### config.mk
export PLATFORM = sky130hd
export DESIGN_NAME = vga_timing_multimode
export DESIGN_NICKNAME = d
export VERILOG_FILES = /design/src/rtl/vga_timing_multimode.sv
export SDC_FILE = /design/constraint.sdc
export NUM_CORES = 1
export LEC_CHECK = 0
export ABC_AREA = 1
export CORE_UTILIZATION = 25
export CTS_BUF_LIST = sky130_fd_sc_hd__clkbuf_4
export CTS_CLUSTER_DIAMETER = 50
export DETAILED_ROUTE_END_ITERATION = 10
export HOLD_SLACK_MARGIN = 0.05
export SYNTH_ARGS = -nofsm -noshare
export SYNTH_HDL_FRONTEND = slang
export SYNTH_SLANG_ARGS = --single-unit
### constraint.sdc
create_clock -name clk_pix -period 8 [get_ports clk_pix]
set_input_delay 1.2 -clock clk_pix [delete_from_list [all_inputs] [get_ports clk_pix]]
set_output_delay 1.2 -clock clk_pix [all_outputs]
set_load 0.01 [all_outputs]
### src/rtl/vga_timing_multimode.sv
// Multi-mode VGA timing generator: 640x480, 800x600, 1280x720.
// Mode changes are deferred to the frame boundary; all outputs registered.
module vga_timing_multimode #(
    parameter int CORDW        = 12,
    parameter int DEFAULT_MODE = 0
) (
    input  logic             clk_pix,
    input  logic             rst_pix_n,
    input  logic             en,
    input  logic [1:0]       mode_sel,
    output logic [1:0]       active_mode,
    output logic [CORDW-1:0] sx,
    output logic [CORDW-1:0] sy,
    output logic             hsync,
    output logic             vsync,
    output logic             de,
    output logic             frame_start,
    output logic             line_start,
    output logic             VGA_BLANK_N,
    output logic             VGA_SYNC_N
);

    typedef struct packed {
        logic [CORDW-1:0] h_act;
        logic [CORDW-1:0] h_fp;
        logic [CORDW-1:0] h_sync;
        logic [CORDW-1:0] h_tot;
        logic [CORDW-1:0] v_act;
        logic [CORDW-1:0] v_fp;
        logic [CORDW-1:0] v_sync;
        logic [CORDW-1:0] v_tot;
        logic             h_pos;
        logic             v_pos;
    } timing_t;

    function automatic timing_t timing_of(input logic [1:0] m);
        timing_t t;
        unique case (m)
            2'd1: begin
                t.h_act  = CORDW'(800);
                t.h_fp   = CORDW'(40);
                t.h_sync = CORDW'(128);
                t.h_tot  = CORDW'(1056);
                t.v_act  = CORDW'(600);
                t.v_fp   = CORDW'(1);
                t.v_sync = CORDW'(4);
                t.v_tot  = CORDW'(628);
                t.h_pos  = 1'b1;
                t.v_pos  = 1'b1;
            end
            2'd2: begin
                t.h_act  = CORDW'(1280);
                t.h_fp   = CORDW'(110);
                t.h_sync = CORDW'(40);
                t.h_tot  = CORDW'(1650);
                t.v_act  = CORDW'(720);
                t.v_fp   = CORDW'(5);
                t.v_sync = CORDW'(5);
                t.v_tot  = CORDW'(750);
                t.h_pos  = 1'b1;
                t.v_pos  = 1'b1;
            end
            default: begin
                t.h_act  = CORDW'(640);
                t.h_fp   = CORDW'(16);
                t.h_sync = CORDW'(96);
                t.h_tot  = CORDW'(800);
                t.v_act  = CORDW'(480);
                t.v_fp   = CORDW'(10);
                t.v_sync = CORDW'(2);
                t.v_tot  = CORDW'(525);
                t.h_pos  = 1'b0;
                t.v_pos  = 1'b0;
            end
        endcase
        return t;
    endfunction

    // True while p lies inside the sync pulse window of an axis
    function automatic logic in_sync(
        input logic [CORDW-1:0] p,
        input logic [CORDW-1:0] act,
        input logic [CORDW-1:0] fp,
        input logic [CORDW-1:0] sw
    );
        logic [CORDW-1:0] start;
        start = act + fp;
        return (p >= start) && (p < start + sw);
    endfunction

    localparam logic [1:0] DEF_MODE = 2'(DEFAULT_MODE);
    localparam timing_t    DEF_T    = timing_of(DEF_MODE);

    logic [1:0]       mode_q, mode_d;
    logic [CORDW-1:0] sx_q, sx_d;
    logic [CORDW-1:0] sy_q, sy_d;
    logic             hs_q, hs_d;
    logic             vs_q, vs_d;
    logic             de_q, de_d;
    logic             fs_q, fs_d;
    logic             ls_q, ls_d;

    timing_t cur_t;
    timing_t nxt_t;

    // Next position/mode, then sync/blank decoded from that next position
    always_comb begin
        cur_t  = timing_of(mode_q);
        mode_d = mode_q;
        sx_d   = sx_q;
        sy_d   = sy_q;
        fs_d   = 1'b0;
        ls_d   = 1'b0;
        if (en) begin
            if (sx_q == cur_t.h_tot - CORDW'(1)) begin
                sx_d = '0;
                ls_d = 1'b1;
                if (sy_q == cur_t.v_tot - CORDW'(1)) begin
                    sy_d   = '0;
                    fs_d   = 1'b1;
                    mode_d = (mode_sel == 2'd3) ? 2'd0 : mode_sel;
                end else begin
                    sy_d = sy_q + CORDW'(1);
                end
            end else begin
                sx_d = sx_q + CORDW'(1);
            end
        end
        nxt_t = timing_of(mode_d);
        hs_d  = in_sync(sx_d, nxt_t.h_act, nxt_t.h_fp, nxt_t.h_sync)
              ? nxt_t.h_pos : ~nxt_t.h_pos;
        vs_d  = in_sync(sy_d, nxt_t.v_act, nxt_t.v_fp, nxt_t.v_sync)
              ? nxt_t.v_pos : ~nxt_t.v_pos;
        de_d  = (sx_d < nxt_t.h_act) && (sy_d < nxt_t.v_act);
    end

    // Timing state; reset parks at the last pixel so the first tick starts a frame
    always_ff @(posedge clk_pix or negedge rst_pix_n) begin
        if (!rst_pix_n) begin
            mode_q <= DEF_MODE;
            sx_q   <= DEF_T.h_tot - CORDW'(1);
            sy_q   <= DEF_T.v_tot - CORDW'(1);
            hs_q   <= ~DEF_T.h_pos;
            vs_q   <= ~DEF_T.v_pos;
            de_q   <= 1'b0;
            fs_q   <= 1'b0;
            ls_q   <= 1'b0;
        end else begin
            mode_q <= mode_d;
            sx_q   <= sx_d;
            sy_q   <= sy_d;
            hs_q   <= hs_d;
            vs_q   <= vs_d;
            de_q   <= de_d;
            fs_q   <= fs_d;
            ls_q   <= ls_d;
        end
    end

    assign active_mode = mode_q;
    assign sx          = sx_q;
    assign sy          = sy_q;
    assign hsync       = hs_q;
    assign vsync       = vs_q;
    assign de          = de_q;
    assign frame_start = fs_q;
    assign line_start  = ls_q;
    assign VGA_BLANK_N = de_q;
    assign VGA_SYNC_N  = 1'b0;

endmodule

==> metrics.txt <==
Hold Crit Class reg -> reg; Synth Area in Adders between 10% and 20%; full die area 11400 sq um; Pwr Total 0.476 mW; CTS buffer count 5; Mapped Area about 2700 sq um; global route overflow 0; Nets 461; CP Class in -> reg; run status complete, no violations; post-synthesis simple-gate area fraction 29.4%; Crit Reg-Reg Startpoint active_mode[0]; RSZ-0062 raised after global routing false; Layout area overhead 20.5%; Synth area leader ha_1; synth top area cells ha_1 (19%), dfrtp_1 (17%), dfstp_2 (11%); first-pass GRT wire length 12500 um; row cnt 37; mux contribution to synthesized area 0%; Slew HR ~66%; H-tree levels 2; Slew Limit Fails 0; count leader, synth nand2_1; main combinational cell family by area after synthesis simple AND/OR/NAND/NOR gates; setup bufs post-CTS 0; DR vias/cell 4.57; number of diodes 0; Die H between 100 and 150 um; synth cell count leaders nand2_1 (82), inv_1 (59), ha_1 (41), nor2_1 (32), nand3_1 (22); CTS tree built; CP Capture Type flip-flop; RD Place Congestion 0.866; sequential element share of the synthesized area 28.8%; vias in the first global route around 2.6k; VDD IR max 68.8 uV; Core Footprint 10500 sq um; critical path peak fanout 12; async set-reset flop share out of synthesis 100%; final count of hold timing violations 0; Clock Latency Late Sink 340 ps; final period utilization between 60% and 70%; DRC viols 0; most frequently used flop master after synthesis dfrtp_1; Worst Setup SP en; CP Data Arrival Time ~5100 ps; Clock Path Buffers 2; Initial Util 26.2%; skew final 16.4 ps; Hold Crit Start sy[8]; Worst EP required approximately 8300 ps; Unique masters post-synth 32; first-pass detailed-route iteration total 4; drt first-iter violations 128; Yosys reg bits 31; Die W 107 um; initial antenna violation count 0; post-synthesis cell count roughly 380; XOR/XNOR Fraction of Synth Area 4.15%; YS warnings 0; Synth Area per Inst approximately 7.3 sq um; Tmin final 4800 ps; routed len/inst between 10 and 15 um; Fill cells 1121; Num Clock Sinks 31; ANT nets after route 0; dpl hpwl 6000 um; DRT Wirelength 7460 um; Leak between 1.5 and 2 nW; pwr/cell area roughly 140 nW/um^2; Port Buffer Count 36; final setup violation count 0; post-synthesis compound-gate area fraction 8.30%; EDFF count, synth 0; Clock transition at path regs 110 ps; layout cell share with drive strength beyond 1 12.5%; # resized after CTS 0; CP Launch Type input port; Tot GR Track Use between 10% and 20%; largest net degree at the start of global routing 32; actual slew at the worst max-slew pin between 500 and 600 ps; setup TNS 0 ps; Fmax achieved 208 MHz; Max-Cap Viols 0; Placement Setup Slack 2850 ps; Mapped Nets around 420; top cell type's share of synthesized area a little under a fifth; Via Count roughly 2.5k; cts hold-fix bufs 0; WHS around 590 ps; num ports 38; clk root buf clkbuf_4; final worst slack ~3200 ps
==> per-layer routing <==
metal	part of all wire, %	wire [um]	GRT usage (%)
met3	4.3	324	2.37
met5	0	0	0
met4	1.1	80	4.31
met1	46	3450	17.5
met2	48	3600	23.8
==> layout make-up <==
type,instances,area (sq um),area share [%]
clock buffer,6,45.0,1.36
clock inverter,2,8.76,0.265
inverter,69,260,7.87
multi-input combinational,271,1660,50.3
sequential,31,791,23.9
tap,136,170,5.15
timing repair buffer,37,368,11.1
==> path summary, 6_finish.rpt <==
check | slack (ps) | end | cells after the start
worst max-delay path | 3200 | vsync | 23
worst min-delay path | 590 | sy[8] | 1
worst max register to register | 3400 | vsync | 29
worst min register to register | 590 | sy[8] | 1
max in group asynchronous | 6390 | sx[8] | 2
min in group asynchronous | 1260 | VGA_BLANK_N | 2
==> cell families after synthesis <==
family                     after synthesis
and+or+nand+nor                        175
DFF                                     31
adders and majority gates               41
buffers and inverters                   73
xor gates and xnor gates                13
other                                    1
AOI/OAI and AO/OA                       41
==> worst max-delay path, stage by stage <==
cell	delay, ps
clkdlybuf4s50_1	680
nand3_1	240
nor2_1	310
nor2_1	80
a31oi_1	260
inv_1	130
ha_1	580
inv_1	320
ha_1	350
o21ai_0	160
a21oi_1	70
o21ai_0	150
nand2_1	70
nand2_1	60
nand2_1	40
nand2_1	50
nand2_1	60
nand3_2	80
nor2_4	40
nand2_1	60
nand2_1	40
nand2_1	60
inv_1	40
==> where the power goes <==
group | internal [mW] | total [mW] | switching, mW
registers | 0.184 | 0.208 | 0.0248
clock network | 0.0364 | 0.0953 | 0.0589
logic | 0.0770 | 0.173 | 0.0955
==> flip-flops by register name, summed over array words and instances (netlist names) <==
signal       cells
frame_start      1
line_start       1
vsync            1
sx              12
hsync            1
active_mode      2
VGA_BLANK_N      1
sy              12
==> through the flow <==
stage / area (sq um) / instances / utilization [%]
6_report: 3310 / 552 / 31.6
5_1_grt: 3310 / 552 / 31.6
4_1_cts: 3310 / 552 / 31.6
3_5_place_dp: 3250 / 544 / 31.1
3_3_place_gp: 3250 / 544 / 31.1
2_1_floorplan: 2750 / 375 / -
==> placed cells by master, fill, tap and decap left out <==
| cell | instances |
|---|---|
| a211oi_1 | 1 |
| a21o_1 | 1 |
| a21oi_1 | 16 |
| a22oi_1 | 1 |
| a311oi_1 | 1 |
| a31oi_1 | 4 |
| buf_4 | 1 |
| clkbuf_4 | 6 |
| clkdlybuf4s50_1 | 36 |
| clkinv_1 | 1 |
| clkinv_2 | 2 |
| conb_1 | 1 |
| dfrtp_1 | 19 |
| dfstp_2 | 12 |
| ha_1 | 41 |
| inv_1 | 59 |
| inv_2 | 9 |
| nand2_1 | 82 |
| nand2_2 | 8 |
| nand3_1 | 22 |
| nand3_2 | 3 |
| nand4_1 | 10 |
| nor2_1 | 32 |
| nor2_2 | 6 |
| nor2_4 | 1 |
| nor3_1 | 7 |
| nor3_4 | 1 |
| nor3b_2 | 1 |
| o21ai_0 | 11 |
| o21ai_1 | 4 |
| o21bai_1 | 1 |
| o221ai_1 | 1 |
| or2_2 | 2 |
| xnor2_1 | 2 |
| xor2_1 | 11 |
(Power assumes the default switching activity.)
